`src/rtl/mem_arb_pkg.sv`:
```
// Shared types and constants for the I/D memory arbiter.
// Optional build macro: MEM_ARB_ROUND_ROBIN_EN (alternating grant on contention).
package mem_arb_pkg;

  localparam int MEM_DATA_WIDTH = 32;
  localparam int MEM_ADD_WIDTH  = 10;
  localparam int LINE_WIDTH     = 4 * MEM_DATA_WIDTH;
  localparam int BURST_LEN      = 4;

  localparam logic [1:0] LAST_BEAT = 2'(BURST_LEN - 1);

  typedef enum logic [1:0] {
    IDLE,
    RD_BURST,
    WR_BURST,
    RESP
  } state_e;

  typedef enum logic {
    PORT_I = 1'b0,
    PORT_D = 1'b1
  } port_e;

endpackage

```
`src/rtl/mem_arb_grant.sv`:
```
// Grant pick between the I and D refill ports.
// MEM_ARB_ROUND_ROBIN_EN adds a last-grant register so contention alternates.
module mem_arb_grant
  import mem_arb_pkg::*;
(
`ifdef MEM_ARB_ROUND_ROBIN_EN
  input  logic  clk,
  input  logic  rst,
  input  logic  take,
`endif
  input  logic  i_req,
  input  logic  d_req,
  output port_e gnt
);

`ifdef MEM_ARB_ROUND_ROBIN_EN
  port_e last_grant;

  // Remember the winner of each committed grant.
  always_ff @(posedge clk or posedge rst) begin
    if (rst) last_grant <= PORT_I;
    else if (take) last_grant <= gnt;
  end

  // Sole requester wins; on contention the port not served last wins.
  always_comb begin
    gnt = PORT_D;
    if (i_req && d_req)
      gnt = (last_grant == PORT_I) ? PORT_D : PORT_I;
    else if (i_req)
      gnt = PORT_I;
  end
`else
  // D wins any contention.
  always_comb begin
    gnt = (i_req && !d_req) ? PORT_I : PORT_D;
  end
`endif

endmodule

```
`src/rtl/mem_arbiter.sv`:
```
// Shares one burst-oriented memory between I and D cache refill ports.
// Optional build macro: MEM_ARB_ROUND_ROBIN_EN (see mem_arb_grant).
module mem_arbiter
  import mem_arb_pkg::*;
#(
  parameter int ADD_WIDTH  = MEM_ADD_WIDTH,
  parameter int DATA_WIDTH = MEM_DATA_WIDTH
) (
  input  logic                    clk,
  input  logic                    rst,
  input  logic                    i_req,
  input  logic [ADD_WIDTH-3:0]    i_blk_addr,
  output logic                    i_ack,
  output logic [4*DATA_WIDTH-1:0] i_rdata,
  input  logic                    d_req,
  input  logic                    d_we,
  input  logic [ADD_WIDTH-3:0]    d_blk_addr,
  input  logic [4*DATA_WIDTH-1:0] d_wdata,
  output logic                    d_ack,
  output logic [4*DATA_WIDTH-1:0] d_rdata,
  output logic [ADD_WIDTH-1:0]    mem_add,
  output logic [DATA_WIDTH-1:0]   mem_write_data,
  output logic                    mem_read,
  output logic                    mem_write,
  input  logic [4*DATA_WIDTH-1:0] mem_read_data,
  input  logic                    mem_ready_to_read,
  input  logic                    mem_finished_writing,
  output logic                    busy,
  output logic                    mem_sync_err
);

  localparam int LW = 4 * DATA_WIDTH;

  state_e               state;
  port_e                gnt;
  port_e                pick;
  logic [1:0]           beat;
  logic [1:0]           next_beat;
  logic [ADD_WIDTH-3:0] blk;
  logic                 we;
  logic [LW-1:0]        wdata;
  logic [DATA_WIDTH-1:0] next_word;
  logic [LW-1:0]        i_rdata_q;
  logic [LW-1:0]        d_rdata_q;
  logic                 take;

  assign take = (state == IDLE) && (i_req || d_req);
  assign busy = (state != IDLE);

  mem_arb_grant u_grant (
`ifdef MEM_ARB_ROUND_ROBIN_EN
    .clk   (clk),
    .rst   (rst),
    .take  (take),
`endif
    .i_req (i_req),
    .d_req (d_req),
    .gnt   (pick)
  );

  // Address and data word for the following write beat.
  always_comb begin
    next_beat = beat + 2'd1;
    next_word = wdata[int'(next_beat)*DATA_WIDTH +: DATA_WIDTH];
  end

  // During the ack cycle the line comes straight from memory, then it is held.
  assign i_rdata = i_ack ? mem_read_data : i_rdata_q;
  assign d_rdata = (d_ack && !we) ? mem_read_data : d_rdata_q;

  // Arbiter FSM: grant, 4-beat strobe burst, then one response cycle.
  always_ff @(posedge clk or posedge rst) begin
    if (rst) begin
      state          <= IDLE;
      gnt            <= PORT_I;
      beat           <= 2'd0;
      blk            <= '0;
      we             <= 1'b0;
      wdata          <= '0;
      mem_add        <= '0;
      mem_write_data <= '0;
      mem_read       <= 1'b0;
      mem_write      <= 1'b0;
      i_ack          <= 1'b0;
      d_ack          <= 1'b0;
      i_rdata_q      <= '0;
      d_rdata_q      <= '0;
      mem_sync_err   <= 1'b0;
    end else begin
      i_ack <= 1'b0;
      d_ack <= 1'b0;
      unique case (state)
        IDLE: begin
          beat <= 2'd0;
          if (take) begin
            gnt   <= pick;
            wdata <= d_wdata;
            if (pick == PORT_D) begin
              blk     <= d_blk_addr;
              mem_add <= {d_blk_addr, 2'b00};
            end else begin
              blk     <= i_blk_addr;
              mem_add <= {i_blk_addr, 2'b00};
            end
            if (pick == PORT_D && d_we) begin
              we             <= 1'b1;
              mem_write      <= 1'b1;
              mem_write_data <= d_wdata[DATA_WIDTH-1:0];
              state          <= WR_BURST;
            end else begin
              we       <= 1'b0;
              mem_read <= 1'b1;
              state    <= RD_BURST;
            end
          end
        end
        RD_BURST: begin
          beat <= next_beat;
          if (beat == LAST_BEAT) begin
            mem_read <= 1'b0;
            mem_add  <= '0;
            i_ack    <= (gnt == PORT_I);
            d_ack    <= (gnt == PORT_D);
            state    <= RESP;
          end
        end
        WR_BURST: begin
          beat <= next_beat;
          if (beat == LAST_BEAT) begin
            mem_write      <= 1'b0;
            mem_add        <= '0;
            mem_write_data <= '0;
            d_ack          <= 1'b1;
            state          <= RESP;
          end else begin
            mem_add        <= {blk, next_beat};
            mem_write_data <= next_word;
          end
        end
        RESP: begin
          if (!we) begin
            if (gnt == PORT_I) i_rdata_q <= mem_read_data;
            else d_rdata_q <= mem_read_data;
          end
          if (we ? !mem_finished_writing : !mem_ready_to_read)
            mem_sync_err <= 1'b1;
          state <= IDLE;
        end
      endcase
    end
  end

endmodule

```
`config.mk`:
```
export PLATFORM = sky130hd
export DESIGN_NAME = mem_arbiter
export DESIGN_NICKNAME = d
export VERILOG_FILES = /design/src/rtl/mem_arb_pkg.sv /design/src/rtl/mem_arb_grant.sv /design/src/rtl/mem_arbiter.sv
export SDC_FILE = /design/constraint.sdc
export NUM_CORES = 1
export LEC_CHECK = 0
export BUFFER_PORTS_ARGS = -buffer_cell sky130_fd_sc_hd__buf_2
export CORE_AREA = 2 2 229 231
export DETAILED_ROUTE_END_ITERATION = 8
export DIE_AREA = 0 0 231 233
export GPL_TIMING_DRIVEN = 0
export HOLD_SLACK_MARGIN = 0.1
export MAX_ROUTING_LAYER = met4
export PLACE_DENSITY_LB_ADDON = 0.3
export SLEW_MARGIN = 40
export SYNTH_ARGS = -nofsm -noshare
export SYNTH_HDL_FRONTEND = slang
export SYNTH_HIERARCHICAL = 1
export SYNTH_SLANG_ARGS = --single-unit
```
`constraint.sdc`:
```
create_clock -name clk -period 20.1 [get_ports clk]
set_input_delay 4.02 -clock clk [delete_from_list [all_inputs] [get_ports clk]]
set_output_delay 4.02 -clock clk [all_outputs]
set_load 0.005 [all_outputs]
```
# After elaboration in Yosys (flattened, before gate mapping)
# Index checks and enable logic that the tools add are counted.
# Widths: inputs -> output; s select.
# classes
add_sub_neg	1
n_eq_ne	10
shift	1
mux	32
n_bitwise	2
reduce_logical	25
# op_table
cell	n
$mux 128	2
$shiftx 128x8->32	1
$mux 32	3
$pmux 32 s2	1
$mux 10	4
$pmux 10 s3	1
$mux 1	12
$reduce_and 3->1	4
$mux 8	1
$ne 2x2->1 const B	4
$reduce_and 4->1	2
$reduce_bool 2->1	4
$eq 2x2->1 const B	3
$mux 2	3
$pmux 1 s2	3
$pmux 2 s3	1
$reduce_and 2->1	3
$logic_and 1x1->1	4
$logic_not 1->1	4
$ne 2x1->1 const B	2
$pmux 2 s2	1
$reduce_bool 3->1	1
$add 2x1->2 const B	1
$eq 2x1->1 const B	1
4 further kinds	5
# word_totals
ff_bits	445
output_inout_bits	304
wordCells	86

# Longest topological paths before layout
# depth
word_depth	7
depth_mapped	7
depth_no_buf	5

# Modules after synthesis
# The synthesis kept the hierarchy.
# modules_own_cells
module	instances	cells_per_inst	area_each_um2
mem_arbiter	1	1446	21185.3
mem_arb_grant	1	1	6.3

# Worst setup path before layout
# OpenSTA, ideal clock, no wires.
# synth_path
path_type	in2out
from	in mem_read_data[0]
to	out i_rdata[0]
t_arrival_ns	4.275
setup_slack_ns	11.805
path_stages	1
cell_sequence	mux2_2
# synth_between
elab_chain_cells	1
# synth_lines
item	line	rtl
start, declared	mem_arbiter.sv:25	input logic [4*DATA_WIDTH-1:0] mem_read_data,
$mux 128	mem_arbiter.sv:68	assign i_rdata = i_ack ? mem_read_data : i_rdata_q;
end, declared	mem_arbiter.sv:14	output logic [4*DATA_WIDTH-1:0] i_rdata,
# Every way passes these cells.

# Worst setup path in the final report
# layout_path
from	in mem_read_data[27]
to	out i_rdata[27]
# The elaborated chain is that of the path after synthesis.

==> impl_metrics.json <==
{
  "holdCritStartpoint": "mem_sync_err",
  "yosys.area_share.adder": 0.004723,
  "drc": 0,
  "ioPinCount": 583,
  "clkTransAtPathRegs_ns": 0.06,
  "synth_top_family_by_area": "multiplexers",
  "hold_depth": 1,
  "worst_pin_slew_ns": 0.5857,
  "grt_start_max_net_pins": 82,
  "cts_tree": "done",
  "power.density_nw_per_um2": 162.2,
  "wl_um": 63160,
  "drt_first_pass_iters": 4,
  "synthSimpleGateAreaFrac": 0.01925,
  "period_minus_slack_ns": 8.634,
  "end_kind": "output port",
  "clk_path_buf_depth": 3,
  "synth_area_leaders": "dfrtp_1 (53%), mux2_2 (36%), mux2i_1 (3.5%)",
  "combPwrFrac": 0.431,
  "die_h_um": 233,
  "rows": 83,
  "dp_cells": 2716,
  "vdd_ir_drop_max_uv": 86.97,
  "finalNetCount": 2375,
  "crit_arrival_ns": 4.61,
  "timing.rr.start": "state[0]",
  "die_area_um2": 53820,
  "status": "finished clean",
  "ys_ff_latch": 445,
  "swShare": 0.3245,
  "antenna_found_initial": 22,
  "synth_xor_area_frac": 0,
  "ant_nets": 0,
  "yosys_warnings": 6,
  "synth_fp_nets": 1734,
  "grt_remaining_overflow": 0,
  "power_switching_mw": 1.412,
  "vias": 14530,
  "root_buffer": "clkbuf_16",
  "synth.avg_cell_area_um2": 14.65,
  "max_slew_margin": 0.6083,
  "hp-class": "flop to flop",
  "hold_viol_final": 0,
  "hold_buffers": 0,
  "fillers": 4421,
  "numCtsBuffers": 50,
  "internal_power_mw": 2.940,
  "gp_congestion": 0.9026,
  "p_leak_nw": 12.46,
  "cts_setup_buffers": 0,
  "dieWidth_um": 231,
  "area_growth_syn_to_layout_pct": 26.62,
  "clock_latency_ns": 0.57,
  "htreeDepth": 2,
  "grt_pass1_wl_um": 94180,
  "clock_skew_ns": 0.01050,
  "slew_violations": 0,
  "grt_pass1_vias": 15410,
  "yosysSeqAreaShare": 0.5255,
  "synth_cell_types": 38,
  "sequentialPowerShare": 0.361,
  "drt_iter0_markers": 603,
  "synth-compound-area-share": 0.02480,
  "worst_ep_required_time_ns": 16.08,
  "setup_viol": 0,
  "netlist.area_leader.share": 0.5255,
  "drive_above_1_share": 0.6792,
  "grt_usage": 0.2375,
  "synth_top_area_cell": "dfrtp_1",
  "r2r-end": "mem_write_data[17]",
  "fmax_mhz": 115.8,
  "wl_per_cell_um": 22.32,
  "cts_sinks": 445,
  "drv_cap": 0,
  "period_share": 0.4295,
  "syn_area_um2": 21190,
  "syn_inst": 1447,
  "hold-path-endpoint": "mem_sync_err",
  "rr_worst_depth": 6,
  "start_util": 0.4148,
  "viasPerCell": 5.134,
  "port-buffer-count": 582,
  "fin_cells": 2830,
  "path_max_fanout": 4,
  "post_cts_resized": 0,
  "cp-start-kind": "primary input",
  "rsz0062_at_grt": "false",
  "pre_cts_ws_ns": 11.46,
  "synth_mux_area_frac": 0.3979,
  "finalWorstSetupSlack_ns": 11.47,
  "core-area_um2": 51090,
  "p_clk_frac": 0.207,
  "power_mw": 4.352,
  "rrSetupSlack_ns": 17.78,
  "hpwl_um": 47900,
  "crit_type": "primary input to output port"
}
==> layout by cell type, fill, tap and decap left out, types with 2 or more instances in the layout <==
cell and n:
o21ai_0 12, clkbuf_16 53, a32oi_1 2, clkbuf_1 22, nand3b_1 2, buf_2 649
clkinv_2 5, clkbuf_8 13, buf_4 17, nand2b_1 36, mux2i_1 74, and3b_1 2
o2bb2ai_1 10, dfrtp_1 445, nand2_1 16, diode_2 24, inv_1 4, o221ai_1 32
a31oi_1 2, nor2b_1 2, ha_1 8, buf_6 7, nor3b_1 2, mux2_2 683
buf_16 6
==> layer usage <==
| layer | global-route usage | share of wire | vias up |
|---|---|---|---|
| met5 | - | 0 | - |
| met2 | 0.3985 | 0.50 | 469 |
| met1 | 0.2663 | 0.39 | 7365 |
| met3 | 0.07953 | 0.083 | 94 |
| li1 | - | - | 6602 |
| met4 | 0.07883 | 0.029 | 0 |
==> critical path, cell delays in order <==
cell	delay [ns]
buf_2	0.12
mux2_2	0.32
buf_2	0.15
==> through the flow <==
step | utilization | hold WS (ns) | TNS (ns) | cell area (um^2)
2_1_floorplan | - | 0.4505 | 0 | 21190
3_3_place_gp | 0.4884 | 0.4373 | -443.68 | 24960
3_5_place_dp | 0.4919 | 0.4513 | 0 | 25140
4_1_cts | 0.5240 | 0.4619 | 0 | 26770
5_1_grt | 0.5251 | 0.4895 | 0 | 26830
6_report | 0.5251 | 0.4569 | 0 | 26830
==> layout make-up <==
class,instances,area [um^2],area share
inverter,6,30.03,0.001119
buffer,98,568.0,0.02117
clock inverter,8,71.32,0.002658
multi-input combinational,898,9465,0.3528
timing repair buffer,589,3085,0.1150
tap,680,850.8,0.03171
antenna,24,60.06,0.002238
clock buffer,82,1565,0.05834
sequential,445,11140,0.4150
==> flip-flops by register name, summed over array words and instances, names as in the netlist <==
name and cells:
mem_add 10, d_rdata_q 128, mem_read 1, state 2
i_rdata_q 128, d_ack 1, beat 2, mem_sync_err 1
gnt 1, wdata 128, mem_write_data 32, i_ack 1
blk 8, mem_write 1, we 1
==> power groups by stage <==
stage	registers, mW	logic (mW)	clock network, mW
after global placement	1.56	1.85	0
after CTS	1.57	1.90	0.925
after global routing	1.63	2.02	0.968
after detailed placement	1.58	1.89	0
final	1.57	1.88	0.903
after floorplan	1.52	1.21	0
==> how the worst max path moves through the flow <==
stage / from / to
final: mem_read_data[27] / i_rdata[27]
after global routing: mem_read_data[27] / i_rdata[27]
after CTS: mem_read_data[27] / i_rdata[27]
after detailed placement: mem_read_data[27] / i_rdata[27]
after global placement: rst / d_rdata_q[120]
after floorplan: rst / beat[0]
==> cells in the mapped netlist (all sizes together) <==
cell and n:
nor2b 2, or3b 2, nand2 16, clkbuf 7, a21oi 1, nand3b 2, and3 1, ha 8
o2bb2ai 11, inv 6, o22a 1, a2bb2oi 1, a31oi 2, buf 91, dfrtp 445, and3b 2
nor3b 3, a32oi 2, mux2i 74, a21boi 1, nor3 2, mux2 683, a21o 1, o221ai 32
o21ai 13, nand3 1, nand2b 36, o22ai 1
==> cells by family (layout without fill, tap and decap cells) <==
logic type | Yosys count | count (layout)
flip-flops | 445 | 445
multiplexers | 757 | 757
AO/OA/AOI/OAI | 66 | 66
AND/OR/NAND/NOR | 67 | 67
other | 0 | 24
adder cells (fa/ha/maj) | 8 | 8
buffers and inverters | 104 | 783
No activity file was read; power rests on OpenSTA's default activity.
